### config.mk
export PLATFORM = sky130hd
export DESIGN_NAME = dbus_arbiter
export DESIGN_NICKNAME = d
export VERILOG_FILES = /design/src/rtl/dbus_arbiter_pkg.sv /design/src/rtl/dbus_arbiter_load_align.sv /design/src/rtl/dbus_arbiter.sv
export SDC_FILE = /design/constraint.sdc
export NUM_CORES = 1
export LEC_CHECK = 0
export BUFFER_PORTS_ARGS = -buffer_cell sky130_fd_sc_hd__buf_2
export CAP_MARGIN = 10
export CORE_MARGIN = 8
export CORE_UTILIZATION = 30
export DETAILED_ROUTE_END_ITERATION = 10
export GPL_ROUTABILITY_DRIVEN = 0
export GPL_TIMING_DRIVEN = 0
export PLACE_DENSITY = 0.49
export SYNTH_ARGS = -nofsm -noshare
export SYNTH_HDL_FRONTEND = slang
export SYNTH_SLANG_ARGS = --single-unit
### constraint.sdc
create_clock -name clk -period 1.9 [get_ports clk]
set_input_delay 0 -clock clk [delete_from_list [all_inputs] [get_ports clk]]
set_output_delay 0 -clock clk [all_outputs]
set_load 0.02 [all_outputs]
### src/rtl/dbus_arbiter_pkg.sv
// Shared data-bus types for the memory-issue path: request/response structs and access sizes.
package dbus_arbiter_pkg;

  typedef logic [31:0] word_t;
  typedef logic [31:0] addr_t;
  typedef logic [3:0]  strobe_t;

  typedef enum logic [1:0] {
    MSIZE1 = 2'd0,
    MSIZE2 = 2'd1,
    MSIZE4 = 2'd2
  } msize_t;

  // A zero strobe marks a load; stores always carry at least one byte lane.
  typedef struct packed {
    logic    valid;
    addr_t   addr;
    msize_t  size;
    strobe_t strobe;
    word_t   data;
  } dbus_req_t;

  typedef struct packed {
    logic  addr_ok;
    logic  data_ok;
    word_t data;
  } dbus_resp_t;

endpackage

### src/rtl/dbus_arbiter_load_align.sv
// Picks the addressed byte/half/word out of a bus word and zero- or sign-extends it.
module load_align
  import dbus_arbiter_pkg::*;
(
  input  word_t      data,
  input  logic [1:0] addr,
  input  msize_t     size,
  input  logic       lsign,
  output word_t      result
);

  logic [7:0]  byte_v;
  logic [15:0] half_v;

  always_comb begin
    byte_v = data[{addr, 3'b000} +: 8];
    half_v = addr[1] ? data[31:16] : data[15:0];
    unique case (size)
      MSIZE1:  result = {{24{lsign & byte_v[7]}}, byte_v};
      MSIZE2:  result = {{16{lsign & half_v[15]}}, half_v};
      default: result = data;
    endcase
  end

endmodule

### src/rtl/dbus_arbiter.sv
// Serialises the two issue slots onto the single data bus in program order and
// stalls the issue group until every access has completed or been drained.
module dbus_arbiter
  import dbus_arbiter_pkg::*;
(
  input  logic       clk,
  input  logic       resetn,
  input  dbus_req_t  req0,
  input  dbus_req_t  req1,
  input  logic       lsign0,
  input  logic       lsign1,
  input  logic       cp0_flush,
  output dbus_req_t  dreq,
  input  dbus_resp_t dresp,
  output logic       stall,
  output word_t      rdata0,
  output word_t      rdata1
);

  typedef enum logic [2:0] {
    S_IDLE, S_REQ0, S_WAIT0, S_REQ1, S_WAIT1, S_DRAIN, S_DONE
  } state_e;

  state_e    state_q, state_d;
  dbus_req_t req0_q, req0_d, req1_q, req1_d;
  logic      lsign0_q, lsign0_d, lsign1_q, lsign1_d;
  word_t     rd0_q, rd0_d, rd1_q, rd1_d;
  word_t     al0, al1;
  logic      is_req, slot1, xfer_done;

  always_ff @(posedge clk or negedge resetn) begin
    if (!resetn) begin
      state_q  <= S_IDLE;
      req0_q   <= '0;
      req1_q   <= '0;
      lsign0_q <= 1'b0;
      lsign1_q <= 1'b0;
      rd0_q    <= '0;
      rd1_q    <= '0;
    end else begin
      state_q  <= state_d;
      req0_q   <= req0_d;
      req1_q   <= req1_d;
      lsign0_q <= lsign0_d;
      lsign1_q <= lsign1_d;
      rd0_q    <= rd0_d;
      rd1_q    <= rd1_d;
    end
  end

  always_comb begin
    state_d   = state_q;
    req0_d    = req0_q;
    req1_d    = req1_q;
    lsign0_d  = lsign0_q;
    lsign1_d  = lsign1_q;
    rd0_d     = rd0_q;
    rd1_d     = rd1_q;
    dreq      = '0;
    stall     = 1'b1;
    is_req    = (state_q == S_REQ0) || (state_q == S_REQ1);
    slot1     = (state_q == S_REQ1) || (state_q == S_WAIT1);
    xfer_done = dresp.data_ok & (dresp.addr_ok | ~is_req);
    unique case (state_q)
      S_IDLE: begin
        stall = req0.valid | req1.valid;
        if (!cp0_flush && (req0.valid || req1.valid)) begin
          req0_d   = req0;
          req1_d   = req1;
          lsign0_d = lsign0;
          lsign1_d = lsign1;
          rd0_d    = '0;
          rd1_d    = '0;
          state_d  = req0.valid ? S_REQ0 : S_REQ1;
        end
      end
      S_REQ0, S_REQ1, S_WAIT0, S_WAIT1: begin
        if (is_req) begin
          dreq       = slot1 ? req1_q : req0_q;
          // A flush withdraws the request unless the bus already took it this cycle.
          dreq.valid = dresp.addr_ok | ~cp0_flush;
        end
        if (cp0_flush) begin
          if (is_req && !dresp.addr_ok) state_d = S_IDLE;
          else                          state_d = dresp.data_ok ? S_IDLE : S_DRAIN;
        end else if (xfer_done) begin
          if (slot1) begin
            rd1_d   = dresp.data;
            state_d = S_DONE;
          end else begin
            rd0_d   = dresp.data;
            state_d = req1_q.valid ? S_REQ1 : S_DONE;
          end
        end else if (is_req && dresp.addr_ok) begin
          state_d = slot1 ? S_WAIT1 : S_WAIT0;
        end
      end
      S_DRAIN: begin
        if (dresp.data_ok) state_d = S_IDLE;
      end
      S_DONE: begin
        stall   = 1'b0;
        state_d = S_IDLE;
      end
      default: state_d = S_IDLE;
    endcase
  end

  load_align u_align0 (
    .data(rd0_q), .addr(req0_q.addr[1:0]), .size(req0_q.size), .lsign(lsign0_q), .result(al0)
  );
  load_align u_align1 (
    .data(rd1_q), .addr(req1_q.addr[1:0]), .size(req1_q.size), .lsign(lsign1_q), .result(al1)
  );

  // Results are only presented in DONE, and never for stores or empty slots.
  assign rdata0 = (state_q == S_DONE && req0_q.valid && req0_q.strobe == '0) ? al0 : '0;
  assign rdata1 = (state_q == S_DONE && req1_q.valid && req1_q.strobe == '0) ? al1 : '0;

endmodule

### Yosys cells after proc, flatten, opt, wreduce, memory -nomap -nowiden

Cells that the tools add are included.

* add/sub/neg operators: 0
* multipliers: 0
* divide/modulo/power cells: 0
* $lt $le $gt $ge: 0
* eq/ne operators: 15
* shifts and indexed selects: 2
* multiplexer cells: 31
* bitwise gates (word level): 10
* reduce and logical (&&, ||, !) cells: 23

Operators by type and width (number)
* 32-bit two-way mux: 9
* 32-bit case mux with 2 select lines: 4
* 71-bit two-way mux: 2
* 70-bit two-way mux: 1
* 32-bit by 6-bit variable part select with 8-bit output: 2
* 16-bit two-way mux: 2
* 3-bit two-way mux: 10
* 2-bit inequality test, second input constant: 6
* 5-bit AND reduction: 2
* 3-bit == test, second input constant: 3
* 3-bit case mux with 3 select lines: 1
* 4-bit zero test: 2
* 1-bit logical AND: 7
* 3-bit by 2-bit == test with 1-bit output, second input constant: 2
* 1-bit bitwise AND: 5
* 2-bit by 1-bit == test with 1-bit output, second input constant: 2
* 2-bit zero test: 2
* 4-bit inequality test, second input constant: 1
* 4-bit OR reduction: 1
* 3-bit by 1-bit == test with 1-bit output, second input constant: 1
* 3-bit zero test: 1
* 1-bit logical OR: 3
* 1-bit OR: 3
* 3-bit AND reduction: 1
* 6 further kinds: 8

* bits in registers: 211
* latch bits: 0
* RAM bits: 0
* memory bits (read-only): 0
* input bits: 181
* memories: 0

### Depth between registers and ports, before layout

Gate-level depths: netlist of run 1.

* depth in word-level cells: 8
* gate-level depth with buffers: 6
* mapped depth without buffers: 4

### Cells and area by module

From an unflattened synthesis of run 1, not the netlist that was laid out.

* cells, all modules: 1111
* area, all modules: 11213.3 sq um

By module, submodules not included
* dbus_arbiter: instances 1, cells each 865, area an instance 9801.9 sq um, seq. area each 5280.1 sq um
* load_align: instances 2, cells each 123, area an instance 705.7 sq um, seq. area each 0.0 sq um

### Worst setup path after synthesis of run 1

Ideal clock, no wire load.

* path type: register -> register
* from: register state_q[1]
* to: register req0_q[37] in the netlist's numbering
* library setup time: 0.128 ns
* arrival time: 1.722 ns
* data required time: 1.772 ns
* path slack: 0.050 ns
* stages on the path, launching flop included: 7
* path buffers: 3
* clock period less this slack: 1.850 ns
* cells stage by stage: dfrtp_1 > or2_1 > clkbuf_1 > nor4_4 > buf_2 > buf_4 > mux2_1

* cells in the longest elaborated chain, start to end: 2

Ends and longest elaborated chain
* start, declared: RTL line dbus_arbiter.sv:24 `state_e state_q, state_d;`
* start signal, assigned: RTL line dbus_arbiter.sv:41 `state_q <= state_d;`
* 3-bit zero test: RTL line dbus_arbiter.sv:64 `unique case (state_q)`
* 2-bit AND reduction (no line)
* end signal, assigned: RTL line dbus_arbiter.sv:42 `req0_q <= req0_d;`
* end, declared: RTL line dbus_arbiter.sv:25 `dbus_req_t req0_q, req0_d, req1_q, req1_d;`

Every way passes these cells.
A chain may end at the register's enable or synchronous reset.

### Final worst setup path of run 1

* from: register req1_q[37] in the netlist's numbering
* to: output port rdata1[11]

* cells in the longest elaborated chain, start to end: 3

Ends and longest elaborated chain
* start, declared: RTL line dbus_arbiter.sv:25
* start signal, assigned: RTL line dbus_arbiter.sv:43 `req1_q <= req1_d;`
* 2-bit by 1-bit == test with 1-bit output or 2-bit zero test (tied branches): RTL line dbus_arbiter_load_align.sv:18 `unique case (size)`
* 32-bit case mux with 2 select lines (*): RTL line dbus_arbiter_load_align.sv:18
* 32-bit two-way mux (*): RTL line dbus_arbiter.sv:118 `assign rdata1 = (state_q == S_DONE && req1_q.valid && req1_q.strobe == '0) ? al1 : '0;`
* end, declared: RTL line dbus_arbiter.sv:17 `output word_t rdata1`

Every way passes the cells marked *; elsewhere a longest branch is shown, timed or not.

==> results of run 1 <==
metrics by stage:
step / std cells / setup WS [ns] / setup TNS, ns
floorplan: 914 / 0.0500 / 0
global placement: 1685 / -3.06 / -769.48
detailed placement: 1686 / -0.668 / -131.14
CTS: 1983 / -0.310 / -30.63
global route: 1990 / -0.377 / -34.94
finish: 1990 / -0.324 / -23.16
flip-flops by register name (all words and copies together), names as in the netlist:
name and flops:
req0_q 71, req1_q 71, rd0_q 32, rd1_q 32, state_q 3, lsign0_q 1
lsign1_q 1
worst max-delay path, delay by kind of cell, from the launching register on:
kind	cells	cell delay [ns]
flops	1	0.43
simple gates	1	0.41
compound gates	3	0.64
buf+inv	1	0.20
where the power goes:
group / total (W) / internal (W) / leakage (nW) / switching (W)
clock: 0.00489 / 0.00293 / 0.426 / 0.00196
sequential: 0.00874 / 0.00673 / 2.59 / 0.00201
combinational: 0.0183 / 0.00985 / 5.51 / 0.00848
total: 0.0320 / 0.0195 / 8.53 / 0.0124
cells in the final DEF (no fill, tap or decap), types with 21 or more instances in the layout:
cell	Yosys	layout
a22o_1	66	66
buf_12	0	29
buf_2	26	199
buf_4	8	80
buf_6	0	109
clkbuf_16	0	42
dfrtp_1	211	201
dlygate4sd3_1	0	177
inv_1	22	22
mux2_2	78	74
mux2_4	0	84
mux2i_1	73	26
mux2i_2	0	24
mux2i_4	0	23
nand2_1	41	39
nor2_1	92	21
nor2_4	0	67
nor2b_1	32	32
per-layer routing:
layer  share of wire  wire [um]  track usage
met5          0.0014         59            0
met4           0.031       1330       0.0645
met3           0.063       2760       0.0462
met2            0.50      21800        0.336
met1            0.40      17600        0.242
path summary, 6_finish.rpt:
path	slack [ns]	start	end	cells past startpoint
worst max-delay path	-0.32	req1_q[37]	rdata1[11]	5
worst min-delay path	0.05	dresp[33]	state_q[2]	5
worst max register to register	-0.11	state_q[1]	req1_q[33]	8
worst min register to register	0.51	req0_q[22]	req0_q[22]	1
max in group asynchronous	0.74	resetn	req1_q[38]	3
min in group asynchronous	0.08	resetn	req0_q[54]	2
area by class of cell:
class / count / area [um2]
Sequential cell: 211 / 5290
Timing Repair Buffer: 580 / 5180
Tap cell: 455 / 569
Clock inverter: 10 / 82.6
Buffer: 67 / 902
Inverter: 22 / 82.6
Fill cell: 2842 / 15000
Clock buffer: 38 / 767
Antenna cell: 1 / 2.50
Multi-Input combinational cell: 606 / 6670
repair_timing:
item                                   4_1_cts  5_1_grt
setup buffers                               57       16
hold buffers                               177        0
resized for setup                          611      262
setup endpoints to repair                  345      337
cloned                                      18        6
endpoints found under the hold margin      307        0
pin swaps                                   63       49
logic make-up (layout without fill, tap and decap cells):
family,count (synthesis),in the layout,synth area share
DFF,211,211,0.503
and+or+nand+nor,224,224,0.102
xor gates and xnor gates,1,1,0.000834
muxes,231,231,0.239
AOI/OAI and AO/OA,150,150,0.115
other,0,1,0
buffers and inverters,97,717,0.0406
==> flow_summary.toml, run 1 <==
[run_status]
status = "finished with violations"
violations = "setup timing"

[synth]
avgSynthCellArea_um2 = 11.5
ys_ff_latch = 211
yosysTopAreaCell = "dfrtp_1"
synthArstFlopShare = 1.00
synth_common_cells = "211 x dfrtp_1, 92 x nor2_1, 80 x mux2_1"
yosysMostFrequentCell = "dfrtp_1"
ys.warnings.count = 0
synth_cells = 914
ys_types = 50
synth_edf_count = 0
synthesis.nets = 1095
synth_area_mm2 = 0.0105
synth_seq_area_share = 0.503
synth_top_area_share = 0.503
ys_top_cells_by_area = "dfrtp_1 50%, mux2_1 8.6%, mux2_2 8.4%"
ys.flop_type = "dfrtp_1"

[route]
routed_wirelength_um = 43500
drc = 0
vias_per_cell = 5.00
wire_per_inst_um = 21.8
num_vias = 9958
antenna_left = 0
drt_pass1_iterations = 9
drt_iter0_drc = 412

[floorplanning]
die_area_mm2 = 0.0413
initial_core_util = 0.304
coreArea_mm2 = 0.0345
die_height_um = 203
die_x_um = 203
rows = 68
ioPinCount = 317

[run]
cap_violations = 0

[grt]
overflow = 0
grt_pass1_vias = 11000
grtUsageTotal = 0.197
grt_pass1_wl_um = 64800
antenna_found_initial = 6
grt_max_degree = 113

[timing]
fin_crit_ns = 2.22
holdWs_ns = 0.0528
fin_ws_ns = -0.324
skew_ns = 0.00738
relSlewSlack = 0.465
slew_violations = 0
setup_viol = 192
fmax_ghz = 0.450
tightest_slew_ns = 0.802
finalCritPeriodShare = 1.17
rsz0062_at_grt = "yes"
hold_violations = 0

[cts]
clkTransAtPathRegs_ns = 0.06
htreeDepth = 1
cts_tree = "built"
clockBufferDepth = 3
cts_buffers = 26
root_buffer = "clkbuf_16"
worstSkewPairLatency_ns = 0.53
clock_sinks = 211

[worst_setup_path]
crit_path_end_kind = "primary output"
critPathMaxStageDelay_ns = 0.43
worstPathMaxFanout = 8
cp.required_ns = 1.90
crit_path_start_kind = "flop"
cp.arrival_ns = 2.22
critical_path_class = "flop to primary output"
path_cells = "or3_4, o2bb2ai_4, a21oi_4, a221oi_2, buf_4"
cp_slowest_cell = "dfrtp_2"

[place]
dpl-instance-area_mm2 = 0.0127
place_hpwl_um = 27700
io_buffers = 316

[finish]
stdcell_area_mm2 = 0.0195
final_util = 0.566
nets = 1695
area_growth_syn_to_layout_pct = 86.0
drive_gt1_frac = 0.567

[pwr]
total_leakage_power_nw = 8.53
ir_drop_mv = 0.992
p_per_area_mw_per_mm2 = 1640
total_power_w = 0.0320

[min_path]
hold_class = "primary input to flop"
No activity file was read; power rests on OpenSTA's default activity.
==> inputs of run 2 (changes only) <==
--- a/config.mk
+++ b/config.mk
@@ -5,6 +5,7 @@
 export SDC_FILE = /design/constraint.sdc
 export NUM_CORES = 1
 export LEC_CHECK = 0
+export ABC_AREA = 1
 export BUFFER_PORTS_ARGS = -buffer_cell sky130_fd_sc_hd__buf_2
 export CAP_MARGIN = 10
 export CORE_MARGIN = 8
@@ -13,6 +14,8 @@
 export GPL_ROUTABILITY_DRIVEN = 0
 export GPL_TIMING_DRIVEN = 0
 export PLACE_DENSITY = 0.49
+export SETUP_SLACK_MARGIN = 0.2
+export SKIP_LAST_GASP = 1
 export SYNTH_ARGS = -nofsm -noshare
 export SYNTH_HDL_FRONTEND = slang
 export SYNTH_SLANG_ARGS = --single-unit
==> flow_summary.toml, run 2 <==
[worst_setup_path]
rr_worst_depth = 11
critical_path.top_delay_family = "buffers and inverters"
critPathMaxStageDelay_ns = 0.38
crit_path_end_kind = "flop"
cp.arrival_ns = 2.56
critical_path_class = "flop to flop"
crit_path_start_kind = "flop"
cp.required_ns = 2.31
cp_common_cell = "buf_6"
path_cells = "buf_6, clkinv_8, buf_6, nand2_4, buf_6, buf_6, nor2_4, nand2_4, clkbuf_16, clkbuf_16, mux2_4"
cp_slowest_cell = "dfrtp_1"
startpoint = "state_q[1]"
regToRegStartpoint = "state_q[1]"
worstPathMaxFanout = 7
path_buf_inv = 7
cp.depth = 11

[run_status]
violations = "hold timing, setup timing"
status = "finished with violations"

[cts]
cts_buffers = 25
clock_sinks = 211
htreeDepth = 1
worstSkewPairLatency_ns = 0.53
clkTransAtPathRegs_ns = 0.07
cts_tree = "built"
clockBufferDepth = 3
root_buffer = "clkbuf_16"

[route]
routed_wirelength_um = 49200
num_vias = 11600
drc = 0
vias_per_cell = 4.66
antenna_left = 0
drt_iter0_drc = 528
drt_pass1_iterations = 5
wire_per_inst_um = 19.7

[synth]
synth_compound_area_frac = 0.0842
synthArstFlopShare = 1.00
synth_seq_area_share = 0.464
ys_ff_latch = 211
synthesis.nets = 1492
synth_top_family_by_area = "simple AND/OR/NAND/NOR gates"
synth_edf_count = 0
ys_types = 30
muxShareOfSynthArea = 0.162
synthAdderAreaFrac = 0
synth_top_area_share = 0.464
yosysMostFrequentCell = "nand2_1"
ys.warnings.count = 0
synth_common_cells = "281 x nand2_1, 211 x dfrtp_1, 208 x nor2_1"
avgSynthCellArea_um2 = 8.69
synth_cells = 1311
synth-simple-area-share = 0.207
synth_area_mm2 = 0.0114
yosysTopAreaCell = "dfrtp_1"
ys.flop_type = "dfrtp_1"
ys_top_cells_by_area = "dfrtp_1 46%, mux2_4 13%, nand2_1 9.3%"
synthXorXnorAreaFrac = 0

[finish]
final_cell_mix = "209 x dfrtp_1, 205 x nand2_1, 182 x dlygate4sd3_1"
instances_no_fill = 2492
reg.largest.list = "req0_q: 71 flops, req1_q: 71 flops"
stdcell_area_mm2 = 0.0214
area_growth_syn_to_layout_pct = 87.5
drive_gt1_frac = 0.543
nFillCells = 3211
final_common_cell = "dfrtp_1"
nets = 2139

[place]
dpl-instance-area_mm2 = 0.0137
post-place-cells = 2140
place_hpwl_um = 31500
io_buffers = 316

[floorplanning]
die_height_um = 211
initial_core_util = 0.304
rows = 71
die_area_mm2 = 0.0445
coreArea_mm2 = 0.0375
die_x_um = 211
ioPinCount = 317

[timing]
holdWs_ns = -0.0244
fmax_ghz = 0.466
fin_crit_ns = 2.15
hold_violations = 29
fin_ws_ns = -0.246
tightest_slew_ns = 0.551
finalCritPeriodShare = 1.13
rsz0062_at_grt = "yes"
setup_viol = 342
skew_ns = 0.0194
slew_violations = 0
relSlewSlack = 0.630

[pwr]
total_leakage_power_nw = 10.7
ir_drop_mv = 0.809
total_power_w = 0.0357
p_per_area_mw_per_mm2 = 1670

[grt]
antenna_found_initial = 5
overflow = 0
grt_pass1_vias = 11900
grt_pass1_wl_um = 69100
grtUsageTotal = 0.197
grt_max_degree = 91

[run]
cap_violations = 0

[min_path]
hold_class = "primary input to async pin"
[run 2: cell types whose count changed after synthesis, moves of 49 or more]
cell,previous run,this run
mux2_4,0,100
o21ai_1,1,67
mux2_1,80,11
mux2_2,78,20
inv_1,22,126
a22o_1,66,0
nor2_1,92,208
mux2i_1,73,0
nand2_1,41,281
o21ai_0,21,70
[run 2: worst paths after layout]
| path | endpoint | slack [ns] |
|---|---|---|
| min | req1_q[43] | -0.02 |
| min reg2reg | rd0_q[12] | 0.50 |
| min in group clk | req1_q[14] | 0.23 |
| max reg2reg | req1_q[16] | -0.25 |
| max in group asynchronous | rd0_q[27] | 0.74 |
| max | req1_q[16] | -0.25 |
[run 2: timing repair]
| action | 4_1_cts | 5_1_grt |
|---|---|---|
| setup endpoints to repair | 339 | 347 |
| pin swaps | 21 | 86 |
| setup buffers | 32 | 40 |
| hold buffers | 180 | 2 |
| gates cloned | 17 | 31 |
| resized for setup | 478 | 624 |
| hold endpoints to repair | 332 | 2 |
[run 2: routing by layer]
layer / GRT usage / vias to the layer above / part of all wire
li1: - / 5514 / -
met1: 0.248 / 5611 / 0.41
met2: 0.331 / 398 / 0.49
met3: 0.0467 / 89 / 0.069
met4: 0.0596 / 0 / 0.031
met5: 0 / - / 0
[run 2: metrics by stage]
stage / setup WS (ns) / hold WS (ns) / util / setup TNS, ns
after floorplan: 0.327 / -0.296 / - / 0
after global placement: -3.14 / 0.217 / 0.363 / -670.25
after detailed placement: -0.290 / -0.0872 / 0.365 / -13.47
after CTS: -0.243 / -0.0222 / 0.489 / -37.11
after global routing: -0.365 / 0.000563 / 0.570 / -86.56
final: -0.246 / -0.0244 / 0.570 / -56.63
[run 2: cell families after synthesis]
logic type      Yosys count
compound gates          187
mux                     131
flops                   211
buf+inv                 210
simple gates            572
[run 2: area by class of cell]
type | count | area (um2) | area share
Antenna cell | 5 | 12.5 | 0.000586
Tap cell | 511 | 639 | 0.0299
Inverter | 136 | 554 | 0.0260
Clock inverter | 12 | 150 | 0.00703
Timing Repair Buffer | 614 | 5940 | 0.278
Multi-Input combinational cell | 896 | 6950 | 0.326
Buffer | 74 | 1140 | 0.0533
Sequential cell | 211 | 5280 | 0.247
Clock buffer | 33 | 686 | 0.0321
[run 2: power by group]
group          switching (W)  leakage [nW]  internal (W)
combinational         0.0109          7.73        0.0111
clock                0.00203         0.403       0.00295
sequential           0.00210          2.56       0.00666
